$ cat config.mk
export PLATFORM = sky130hd
export DESIGN_NAME = fetch_ctrl_v2_flat
export DESIGN_NICKNAME = d
export VERILOG_FILES = /design/src/rtl/fetch_ctrl_v2_if.sv /design/src/rtl/fetch_ctrl_v2.sv /design/src/flat_wrapper.sv
export SDC_FILE = /design/constraint.sdc
export NUM_CORES = 1
export LEC_CHECK = 0
export ABC_AREA = 1
export CAP_MARGIN = 20
export CORE_MARGIN = 2
export CORE_UTILIZATION = 48
export DETAILED_ROUTE_END_ITERATION = 12
export MAX_ROUTING_LAYER = met4
export PLACE_DENSITY_LB_ADDON = 0.05
export REMOVE_ABC_BUFFERS = 1
export SETUP_SLACK_MARGIN = 0.2
export SYNTH_ARGS = -nofsm -noshare
export SYNTH_HDL_FRONTEND = slang
export SYNTH_SLANG_ARGS = --single-unit
$ cat constraint.sdc
create_clock -name clk -period 2.4 [get_ports clk]
set_clock_uncertainty 0.2 [all_clocks]
set_input_delay 0.24 -clock clk [delete_from_list [all_inputs] [get_ports clk]]
set_output_delay 0.24 -clock clk [all_outputs]
set_load 0.02 [all_outputs]
$ cat src/rtl/fetch_ctrl_v2_if.sv
// rtl/fetch_ctrl_v2_if.sv - fetch controller bus bundle (core controls, memory data, fetch outputs)
// Ports grouped here:
//   master (core/stimulus side): drives mcu_en, pc_start, rom_dout, ram_dout, call/return/jmp/hold
//                                controls; observes pc_final, inst2decoder, ce_rom, ce_ram,
//                                stack_level, stk_ovf, stk_unf, fault
//   slave  (fetch_ctrl_v2):      the mirror image of master
interface fetch_ctrl_v2_if #(
  parameter int PC_W        = 16,
  parameter int INST_W      = 20,
  parameter int STACK_DEPTH = 3
);
  localparam int SP_W = $clog2(STACK_DEPTH + 1);

  logic              mcu_en;
  logic [PC_W-1:0]   pc_start;
  logic [INST_W-1:0] rom_dout;
  logic [INST_W-1:0] ram_dout;
  logic              call_en;
  logic [PC_W-1:0]   call_const;
  logic              return_en;
  logic              jmp_en;
  logic [PC_W-1:0]   jmp_const;
  logic              pc_hold;

  logic [PC_W-1:0]   pc_final;
  logic [INST_W-1:0] inst2decoder;
  logic              ce_rom;
  logic              ce_ram;
  logic [SP_W-1:0]   stack_level;
  logic              stk_ovf;
  logic              stk_unf;
  logic              fault;

  modport master (
    output mcu_en, pc_start, rom_dout, ram_dout, call_en, call_const,
           return_en, jmp_en, jmp_const, pc_hold,
    input  pc_final, inst2decoder, ce_rom, ce_ram, stack_level,
           stk_ovf, stk_unf, fault
  );

  modport slave (
    input  mcu_en, pc_start, rom_dout, ram_dout, call_en, call_const,
           return_en, jmp_en, jmp_const, pc_hold,
    output pc_final, inst2decoder, ce_rom, ce_ram, stack_level,
           stk_ovf, stk_unf, fault
  );
endinterface

$ cat src/rtl/fetch_ctrl_v2.sv
// rtl/fetch_ctrl_v2.sv - instruction fetch / PC controller with call stack and RUN/IDLE/FAULT sequencing
// Ports:
//   clk  in  core clock, all state on rising edge
//   rst  in  asynchronous active-high reset
//   bus  fetch_ctrl_v2_if.slave: core controls and memory read data in; fetch address,
//        decoder instruction, ROM/RAM chip enables, stack level and fault flags out
module fetch_ctrl_v2 #(
  parameter int PC_W        = 16,
  parameter int INST_W      = 20,
  parameter int STACK_DEPTH = 3
) (
  input  logic           clk,
  input  logic           rst,
  fetch_ctrl_v2_if.slave bus
);
  localparam int SP_W = $clog2(STACK_DEPTH + 1);

  typedef enum logic [1:0] {
    ST_IDLE  = 2'd0,
    ST_RUN   = 2'd1,
    ST_FAULT = 2'd2
  } state_t;

  state_t            state_q, state_d;
  logic [PC_W-1:0]   pc_q, pc_d;
  logic [SP_W-1:0]   level_q, level_d;
  logic              ovf_q, ovf_d;
  logic              unf_q, unf_d;
  logic              mcu_en_d;
  logic              push;
  logic [PC_W-1:0]   top_data;
  logic [PC_W-1:0]   stack_q [STACK_DEPTH];

  // Only the rising edge of mcu_en restarts the core.
  logic start;
  assign start = bus.mcu_en & ~mcu_en_d;

  // Top-of-stack read, resolved combinationally so a return needs no bubble.
  always_comb begin
    top_data = '0;
    for (int i = 0; i < STACK_DEPTH; i++) begin
      if (SP_W'(i) == level_q - SP_W'(1)) top_data = stack_q[i];
    end
  end

  always_comb begin
    state_d = state_q;
    pc_d    = pc_q;
    level_d = level_q;
    ovf_d   = ovf_q;
    unf_d   = unf_q;
    push    = 1'b0;
    if (start) begin
      state_d = ST_RUN;
      pc_d    = bus.pc_start;
      level_d = '0;
      ovf_d   = 1'b0;
      unf_d   = 1'b0;
    end else begin
      case (state_q)
        ST_IDLE: ;
        ST_RUN: begin
          // Dropping mcu_en beats any control, so a call/return in that cycle leaves the stack alone.
          if (!bus.mcu_en) begin
            state_d = ST_IDLE;
          end else if (bus.call_en) begin
            if (level_q < SP_W'(STACK_DEPTH)) begin
              push    = 1'b1;
              level_d = level_q + SP_W'(1);
              pc_d    = bus.call_const;
            end else begin
              ovf_d   = 1'b1;
              state_d = ST_FAULT;
            end
          end else if (bus.return_en) begin
            if (level_q != '0) begin
              pc_d    = top_data;
              level_d = level_q - SP_W'(1);
            end else begin
              unf_d   = 1'b1;
              state_d = ST_FAULT;
            end
          end else if (bus.jmp_en) begin
            pc_d = bus.jmp_const;
          end else if (!bus.pc_hold) begin
            pc_d = pc_q + PC_W'(1);
          end
        end
        ST_FAULT: if (!bus.mcu_en) state_d = ST_IDLE;
        default:  state_d = ST_IDLE;
      endcase
    end
  end

  always_ff @(posedge clk or posedge rst) begin
    if (rst) begin
      state_q  <= ST_IDLE;
      pc_q     <= '0;
      level_q  <= '0;
      ovf_q    <= 1'b0;
      unf_q    <= 1'b0;
      mcu_en_d <= 1'b0;
    end else begin
      state_q  <= state_d;
      pc_q     <= pc_d;
      level_q  <= level_d;
      ovf_q    <= ovf_d;
      unf_q    <= unf_d;
      mcu_en_d <= bus.mcu_en;
    end
  end

  // The pushed address is the current pc_final, which already points past the call
  // because memory read data lags the address by one cycle.
  always_ff @(posedge clk or posedge rst) begin
    if (rst) begin
      for (int i = 0; i < STACK_DEPTH; i++) stack_q[i] <= '0;
    end else if (push) begin
      for (int i = 0; i < STACK_DEPTH; i++) begin
        if (SP_W'(i) == level_q) stack_q[i] <= pc_q;
      end
    end
  end

  assign bus.pc_final     = pc_q;
  assign bus.inst2decoder = pc_q[PC_W-1] ? bus.ram_dout : bus.rom_dout;
  assign bus.ce_rom       = (state_q == ST_RUN) & ~pc_q[PC_W-1];
  assign bus.ce_ram       = (state_q == ST_RUN) &  pc_q[PC_W-1];
  assign bus.stack_level  = level_q;
  assign bus.stk_ovf      = ovf_q;
  assign bus.stk_unf      = unf_q;
  assign bus.fault        = (state_q == ST_FAULT);
endmodule

$ cat src/flat_wrapper.sv
// flat-port wrapper written by rule: the top's interface ports become plain ports
module fetch_ctrl_v2_flat 
#(
  parameter int PC_W        = 16,
  parameter int INST_W      = 20,
  parameter int STACK_DEPTH = 3
)
  (clk, rst, bus_mcu_en, bus_pc_start, bus_rom_dout, bus_ram_dout, bus_call_en, bus_call_const, bus_return_en, bus_jmp_en, bus_jmp_const, bus_pc_hold, bus_pc_final, bus_inst2decoder, bus_ce_rom, bus_ce_ram, bus_stack_level, bus_stk_ovf, bus_stk_unf, bus_fault);
  fetch_ctrl_v2_if #(.PC_W(PC_W), .INST_W(INST_W), .STACK_DEPTH(STACK_DEPTH)) bus_i ();
  input  logic clk;
  input  logic rst;
  input wire logic [$bits(bus_i.mcu_en)-1:0] bus_mcu_en;
  input wire logic [$bits(bus_i.pc_start)-1:0] bus_pc_start;
  input wire logic [$bits(bus_i.rom_dout)-1:0] bus_rom_dout;
  input wire logic [$bits(bus_i.ram_dout)-1:0] bus_ram_dout;
  input wire logic [$bits(bus_i.call_en)-1:0] bus_call_en;
  input wire logic [$bits(bus_i.call_const)-1:0] bus_call_const;
  input wire logic [$bits(bus_i.return_en)-1:0] bus_return_en;
  input wire logic [$bits(bus_i.jmp_en)-1:0] bus_jmp_en;
  input wire logic [$bits(bus_i.jmp_const)-1:0] bus_jmp_const;
  input wire logic [$bits(bus_i.pc_hold)-1:0] bus_pc_hold;
  output wire logic [$bits(bus_i.pc_final)-1:0] bus_pc_final;
  output wire logic [$bits(bus_i.inst2decoder)-1:0] bus_inst2decoder;
  output wire logic [$bits(bus_i.ce_rom)-1:0] bus_ce_rom;
  output wire logic [$bits(bus_i.ce_ram)-1:0] bus_ce_ram;
  output wire logic [$bits(bus_i.stack_level)-1:0] bus_stack_level;
  output wire logic [$bits(bus_i.stk_ovf)-1:0] bus_stk_ovf;
  output wire logic [$bits(bus_i.stk_unf)-1:0] bus_stk_unf;
  output wire logic [$bits(bus_i.fault)-1:0] bus_fault;
  assign bus_i.mcu_en = bus_mcu_en;
  assign bus_i.pc_start = bus_pc_start;
  assign bus_i.rom_dout = bus_rom_dout;
  assign bus_i.ram_dout = bus_ram_dout;
  assign bus_i.call_en = bus_call_en;
  assign bus_i.call_const = bus_call_const;
  assign bus_i.return_en = bus_return_en;
  assign bus_i.jmp_en = bus_jmp_en;
  assign bus_i.jmp_const = bus_jmp_const;
  assign bus_i.pc_hold = bus_pc_hold;
  assign bus_pc_final = bus_i.pc_final;
  assign bus_inst2decoder = bus_i.inst2decoder;
  assign bus_ce_rom = bus_i.ce_rom;
  assign bus_ce_ram = bus_i.ce_ram;
  assign bus_stack_level = bus_i.stack_level;
  assign bus_stk_ovf = bus_i.stk_ovf;
  assign bus_stk_unf = bus_i.stk_unf;
  assign bus_fault = bus_i.fault;
  fetch_ctrl_v2 #(.PC_W(PC_W), .INST_W(INST_W), .STACK_DEPTH(STACK_DEPTH)) u_core (.clk(clk), .rst(rst), .bus(bus_i));
endmodule
==> metrics.md, run 1 <==
| Metric | Value |
|---|---|
| Status | `complete, no violations` |
| RR Endpoint | `u_core.bus.pc_final[1]$_DFFE_PP0P_` |
| Layout cells sized above 1 | `0.0957` |
| RSZ-0062 raised after global routing | `true` |
| Fin. Hold Viols | `0` |
| GR Util met3 | `0.0347` |
| Max Clock Freq | `0.468 GHz` |
| Slowest stage delay, CP | `590 ps` |
| Post-Synth Simple-Gate Area | `0.281` |
| R2R Setup Slk | `360 ps` |
| Worst r2r src | `u_core.bus.stack_level[0]$_DFFE_PP0P_` |
| CTS root buf | `clkbuf_8` |
| Synth warn | `0` |
| Nets | `868` |
| Reg power frac | `0.344` |
| # diodes | `0` |
| Hold_buf cts | `0` |
| Slew at the pin closest to its max-slew limit | `395 ps` |
| Critical Path RT | `1960 ps` |
| Post-synthesis adder-cell area fraction | `0.0140` |
| Post-synthesis mux area share | `0.00251` |
| Largest family of logic cells by synthesized area | `simple AND/OR/NAND/NOR gates` |
| ANT nets after route | `0` |
| Largest delay share family, worst path | `buffers and inverters` |
| CP bufs+invs | `2` |
| Worst Path Arrival | `1700 ps` |
| DR pass1 iterations | `5` |
| Grt total ovfl | `0` |
| Most crowded layer after global routing | `met2` |
| Chip height | `101 um` |
| Max-slew violation count | `0` |
| DRT iter0 DRCs | `233` |
| LEAKAGE | `2.95 nW` |
| # fillers | `836` |
| Routability Congestion | `0.871` |
| Worst-Skew Late Latency | `360 ps` |
| Synth unique cells | `37` |
| Part of the power in combinational logic | `0.496` |
| Cell Rows | `35` |
| Power Internal | `3.46 mW` |
| Worst vdd rail ir drop | `0.000548 V` |
| FF-to-FF path depth | `10` |
| Cell Area, Synth | `4480 um^2` |
| Worst hold slack | `60.7 ps` |
| Chip width | `101 um` |
| Final WL | `13,900 um` |
| Full die area | `10,100 um^2` |
| Core box area | `9150 um^2` |
| Slew headroom | `0.737` |
| Max Buffers Root-to-Sink | `2` |
| Slowest cell on crit path | `clkdlybuf4s50_1` |
| Total track usage | `0.285` |
| Initial Util | `0.489` |
| Switching Share | `0.441` |
| Compound-Gate Fraction of Synth Area | `0.194` |
| Crit path kind | `flop to output port` |
| CP Capture Type | `output port` |
| Worst Hold Class | `input pin to async pin` |
| CTS tree | `yes` |
| Final period util | `0.891` |
| GR Util met1 | `0.382` |
| Initial antenna violation count | `0` |
| Clock-pin slew on the worst setup and hold paths | `90 ps` |
| CTS sink count | `71` |
| Synthesized area per cell | `7.09 um^2` |
| Post-route minimum period | `2140 ps` |
| Post-synthesis sequential area ratio | `0.397` |
| Clock power frac | `0.160` |
| Synth Area in XOR/XNOR | `0.00782` |
| Synth top area share | `0.397` |
| Post-route DRC violation count | `0` |
| Met2 global-route usage | `0.459` |
| Pwr Total | `6.18 mW` |
| Global-route wire length before repair | `21,900 um` |
| HPWL after DPL | `10,200 um` |
| Vias in the first global route | `4,398` |
| PortBufs | `137` |
| Setup Viol. Count Final | `0` |
| Largest net degree at the start of global routing | `72` |
| Top cells by area, synth | `dfrtp_1, nand2_1, o21ai_0` |
| PwrDens | `995 nW/um^2` |
| Crit-path cells | `buf_8 > nand2_1 > nand2_1 > clkdlybuf4s50_1` |
| Top Ports | `138` |
| Cells after Synth | `632` |
| Switching pwr | `2.73 mW` |
| Largest area contributor in the netlist | `dfrtp_1` |
| Startpoint Class | `flop` |
| P&R area growth vs syn | `38.8%` |
| Via Count | `4,718` |
| Max cap viols | `0` |
| Yosys reg bits | `71` |
| Crit Path Max Fanout | `27` |
| Most frequent CP cell | `nand2_1` |
| Vias per inst | `5.34` |
| Post-DR wirelength/cell | `15.7 um` |
| TritonCTS Buffers | `9` |
| H-Tree Depth | `3` |
==> layout by cell type, fill, tap and decap left out, types with 2 or more instances in the layout <==
cell and n:
buf_4 20, o2111ai_1 2, clkbuf_8 9, xor2_1 4, a22o_1 15, nand3b_1 2
inv_2 7, nand4_1 6, dlygate4sd2_1 19, buf_12 3, nor2_2 5, o221ai_1 12
inv_1 61, dfrtp_1 70, nand2_1 190, ha_1 4, nor2_4 5, nand3_1 19
nand2_4 2, o21ai_0 56, clkinvlp_4 3, o211ai_1 2, a22oi_2 4, nor2_1 68
a21oi_1 45, clkinv_4 3, clkdlybuf4s50_1 117
==> power by group through the flow <==
stage	logic, mW	clock network [mW]	registers, mW
2_1_floorplan	1.65	0	2.21
3_3_place_gp	3.01	0	2.11
3_5_place_dp	3.09	0	2.13
4_1_cts	3.05	0.996	2.13
5_1_grt	3.39	1.04	2.19
6_report	3.07	0.987	2.13
==> routing by layer <==
metal | share of wire | vias to the layer above
met4 | 0.014 | 0
met1 | 0.44 | 2221
met3 | 0.056 | 15
met2 | 0.49 | 176
li1 | - | 2306
met5 | 0 | -
==> area by class of cell <==
cell class	instances	area [um^2]	share of cell area
multi-input cells	452	2240	0.360
flip-flops and latches	71	1780	0.286
repair buffers	161	1580	0.253
inverters	71	273	0.0439
well taps	111	139	0.0223
clock buffers	10	128	0.0205
clock inverters	6	70.1	0.0113
repair inverters	2	15.0	0.00242
==> state kept, by name, indices dropped and copies added, names as in the netlist <==
signal	count
u_core.stack_q	48
u_core.bus.pc_final	16
u_core.bus.stack_level	2
u_core.state_q	2
u_core.bus.stk_ovf	1
u_core.bus.stk_unf	1
u_core.mcu_en_d	1
==> cells by family after synthesis <==
group	Yosys count
buf+inv	109
compound gates	141
fa+ha+maj	5
mux	1
flops	71
xor+xnor	4
simple gates	301
==> worst reg2reg max path, delay by kind of cell (launching register included) <==
kind | cells | cell delay, ps
simple gates | 5 | 480
buf+inv | 3 | 450
flops | 1 | 420
fa+ha+maj | 1 | 250
compound gates | 1 | 140
==> worst max path at each step <==
stage	start	endpoint	slack, ps	cells past startpoint
finish	u_core.bus.pc_final[15]$_DFFE_PP0P_	bus_inst2decoder[2]	260	4
floorplan	u_core.bus.stack_level[0]$_DFFE_PP0P_	u_core.stack_q[0]$_DFFE_PP0P_	-230	5
global route	u_core.bus.stack_level[0]$_DFFE_PP0P_	u_core.bus.pc_final[0]$_DFFE_PP0P_	180	10
CTS	u_core.bus.pc_final[15]$_DFFE_PP0P_	bus_inst2decoder[18]	180	4
detailed placement	bus_mcu_en	u_core.stack_q[30]$_DFFE_PP0P_	190	7
global placement	bus_mcu_en	u_core.stack_q[21]$_DFFE_PP0P_	270	7
==> cells in the mapped netlist <==
cell       count
nor2_1        68
o21ai_1        1
or2_2          1
a22o_1        15
o21ai_4        1
a31oi_1        1
a21oi_1       45
inv_2          6
nand3b_1       2
o221ai_1      12
buf_6          4
nor3_1         1
a22oi_2        4
ha_1           5
o2111ai_1      2
xor2_1         4
clkinv_1       1
a221oi_1       1
mux2_2         1
nand2_4        2
clkbuf_1      18
o211ai_1       2
nand2_1      190
o21ai_0       56
inv_4          1
nor2_4         5
nand3_1       19
clkbuf_2       1
nor2_2         5
a21oi_2        1
inv_1         63
nand4_2        1
dfrtp_1       71
buf_4          2
nand2_2        1
nand4_1        6
buf_2         13
==> stage by stage <==
step / cell area (um^2) / setup slack (ps) / utilization / TNS [ps] / cells
finish: 6210 / 261 / 0.679 / 0 / 884
global route: 6210 / 178 / 0.679 / 0 / 884
CTS: 6200 / 179 / 0.677 / 0 / 883
detailed placement: 6000 / 187 / 0.656 / 0 / 865
global placement: 6000 / 271 / 0.656 / 0 / 865
floorplan: 4280 / -227 / - / -253 / 594
==> repair_timing <==
| item | in CTS | in global routing |
|---|---|---|
| gates resized for setup | 24 | 3 |
| setup endpoints to repair | 21 | 10 |
| cloned | 2 | 0 |
| buffers inserted | 0 | 1 |
Power figures use the tool's default switching activity.
==> run 2: changes to the inputs <==
CTS_CLUSTER_SIZE = 28   (was not set)
==> results of run 2 <==
The final DEF is identical to that of run 1; final timing and power are the same.
==> run 3: changes to the inputs <==
TNS_END_PERCENT = 50   (was not set)
==> metrics.md, run 3 (same netlist as run 1, synthesis figures left out) <==
| Metric | Value |
|---|---|
| Status | `complete, no violations` |
| Core box area | `9150 um^2 (unchanged)` |
| Switching pwr | `2.72 mW (-0.35%)` |
| Worst vdd rail ir drop | `0.000548 V (-0.11%)` |
| Max cap viols | `0 (unchanged)` |
| Top Ports | `138 (unchanged)` |
| Full die area | `10,100 um^2 (unchanged)` |
| Register area | `1780 um^2 (unchanged)` |
| Slew at the pin closest to its max-slew limit | `391 ps (-4.15 ps)` |
| Worst r2r src | `u_core.bus.stack_level[0]$_DFFE_PP0P_` |
| Startpoint Class | `flop` |
| Largest register by flop count | `u_core.stack_q` |
| Critical Path RT | `1960 ps (about the same)` |
| Chip width | `101 um (unchanged)` |
| Power Internal | `3.49 mW (+1.1%)` |
| Placed cell area | `6000 um^2 (unchanged)` |
| Clock-pin slew on the worst setup and hold paths | `90 ps (about the same)` |
| Initial antenna violation count | `0 (unchanged)` |
| Post-route cell area | `6250 um^2 (+0.58%)` |
| Total track usage | `0.285 (about the same)` |
| Pwr Total | `6.21 mW (+0.47%)` |
| Post-DR wirelength/cell | `15.6 um (-0.45%)` |
| Vias per inst | `5.27 (-1.2%)` |
| PwrDens | `994 nW/um^2 (-0.11%)` |
| PortBufs | `137 (unchanged)` |
| Fin. Hold Viols | `0 (unchanged)` |
| Global-route wire length before repair | `21,900 um (about the same)` |
| Final WL | `13,800 um (-0.34%)` |
| Hold_buf cts | `0 (unchanged)` |
| Crit Path Max Fanout | `27 (unchanged)` |
| Total Neg Setup Slack | `0 ps (unchanged)` |
| CP Capture Type | `output port` |
| DR pass1 iterations | `6 (+1)` |
| P&R area growth vs syn | `39.6%` |
| Initial Util | `0.489 (unchanged)` |
| ANT nets after route | `0 (unchanged)` |
| Max-slew violation count | `0 (unchanged)` |
| Post-route DRC violation count | `0 (unchanged)` |
| Grt total ovfl | `0 (unchanged)` |
| DRT iter0 DRCs | `238 (+2.1%)` |
| HPWL after DPL | `10,200 um (unchanged)` |
| Worst Path Arrival | `1770 ps (+70 ps)` |
| Most common cell after layout, fill and taps aside | `nand2_1` |
| Commonest cells after routing, fill and taps aside | `nand2_1, clkdlybuf4s50_1, dfrtp_1` |
| R2R Setup Slk | `310 ps (-50 ps)` |
| Worst Hold Class | `input pin to async pin` |
| Switching Share | `0.438 (-0.00361)` |
| Max Clock Freq | `0.452 GHz (-3.3%)` |
| CTS tree | `yes` |
| Crit path kind | `flop to output port` |
| # diodes | `0 (unchanged)` |
| Routability Congestion | `0.871 (unchanged)` |
| H-Tree Depth | `3 (unchanged)` |
| Worst-Skew Late Latency | `350 ps (about the same)` |
| Layout cells sized above 1 | `0.0956 (-0.000124)` |
| CTS root buf | `clkbuf_8` |
| Max FFs per register | `48 (unchanged)` |
| Clock power frac | `0.159 (about the same)` |
| TritonCTS Buffers | `9 (unchanged)` |
| Reg power frac | `0.343 (about the same)` |
| Final period util | `0.922 (+0.0306)` |
| Part of the power in combinational logic | `0.498 (+0.002)` |
| Vias in the first global route | `4,404 (+0.14%)` |
| Cell Rows | `35 (unchanged)` |
| Nets | `869 (+0.12%)` |
| RSZ-0062 raised after global routing | `true` |
| Slew headroom | `0.740 (+0.00277)` |
| RR Endpoint | `u_core.bus.pc_final[14]$_DFFE_PP0P_` |
| LEAKAGE | `3.02 nW (+2.3%)` |
| Setup Viol. Count Final | `0 (unchanged)` |
| Via Count | `4,668 (-1.1%)` |
| Largest net degree at the start of global routing | `72 (unchanged)` |
| Crit. Startpoint | `u_core.bus.pc_final[15]$_DFFE_PP0P_` |
| CTS sink count | `71 (unchanged)` |
| FF-to-FF path depth | `10 (unchanged)` |
| Post-route minimum period | `2210 ps (+73.4 ps)` |
| Chip height | `101 um (unchanged)` |
| # fillers | `830 (-0.72%)` |
| Multi-input logic area | `2230 um^2 (-0.11%)` |
| Max Buffers Root-to-Sink | `2 (unchanged)` |
[run 3: changes by cell type in the layout (fill, tap and decap cells not counted)]
cell,change
clkinvlp_2,+1
buf_4,+1
ha_2,-1
dlygate4sd2_1,-11
clkdlybuf4s50_1,+3
dlymetal6s2s_1,+8
ha_1,+1
clkinvlp_4,-1
[run 3: timing repair]
action	in CTS	in global routing
cloned	2	0
pin swaps	0	0
endpoints found under the setup margin	21	21
buffers inserted	0	2
resized for setup	13	9
[run 3: per-stage QoR]
step	std cells	hold slack (ps)	utilization	worst slack [ps]
after floorplan	594	71.4	-	-227
after global placement	865	304	0.656	271
after detailed placement	865	297	0.656	187
after CTS	883	89.0	0.679	163
after global routing	885	117	0.683	107
final	885	63.9	0.683	188
[run 3: final cells by class]
| type | instances | share of cell area |
|---|---|---|
| clock inverter | 6 | 0.0112 |
| multi-input combinational | 452 | 0.357 |
| tap | 111 | 0.0222 |
| clock buffer | 10 | 0.0204 |
| timing repair buffer | 162 | 0.259 |
| timing repair inverter | 2 | 0.00200 |
| sequential | 71 | 0.284 |
| inverter | 71 | 0.0436 |
[run 3: power by group through the flow]
stage | Combinational, mW | Clock [mW] | Sequential [mW]
3_3_place_gp | 3.01 | 0 | 2.11
5_1_grt | 3.42 | 1.04 | 2.20
2_1_floorplan | 1.65 | 0 | 2.21
3_5_place_dp | 3.09 | 0 | 2.13
6_report | 3.10 | 0.985 | 2.13
4_1_cts | 3.09 | 0.996 | 2.13
[run 3: critical path, stage by stage, from the launching register on]
cell and delay, ps:
dfrtp_2 460, buf_8 220, nand2_1 80, nand2_1 70, clkdlybuf4s50_1 590
[run 3: layer usage]
metal | up-vias | wire length [um] | global-route usage
met5 | - | 0 | -
met4 | 0 | 200 | 0.0769
met3 | 15 | 837 | 0.0347
met2 | 162 | 6740 | 0.459
met1 | 2185 | 6070 | 0.382
li1 | 2306 | - | -
[run 3: worst max-delay path by stage]
| stage | to | depth (start not counted) |
|---|---|---|
| global route | bus_inst2decoder[9] | 4 |
| global placement | u_core.stack_q[21]$_DFFE_PP0P_ | 7 |
| detailed placement | u_core.stack_q[30]$_DFFE_PP0P_ | 7 |
| floorplan | u_core.stack_q[0]$_DFFE_PP0P_ | 5 |
| finish | bus_inst2decoder[18] | 4 |
| CTS | bus_inst2decoder[3] | 4 |
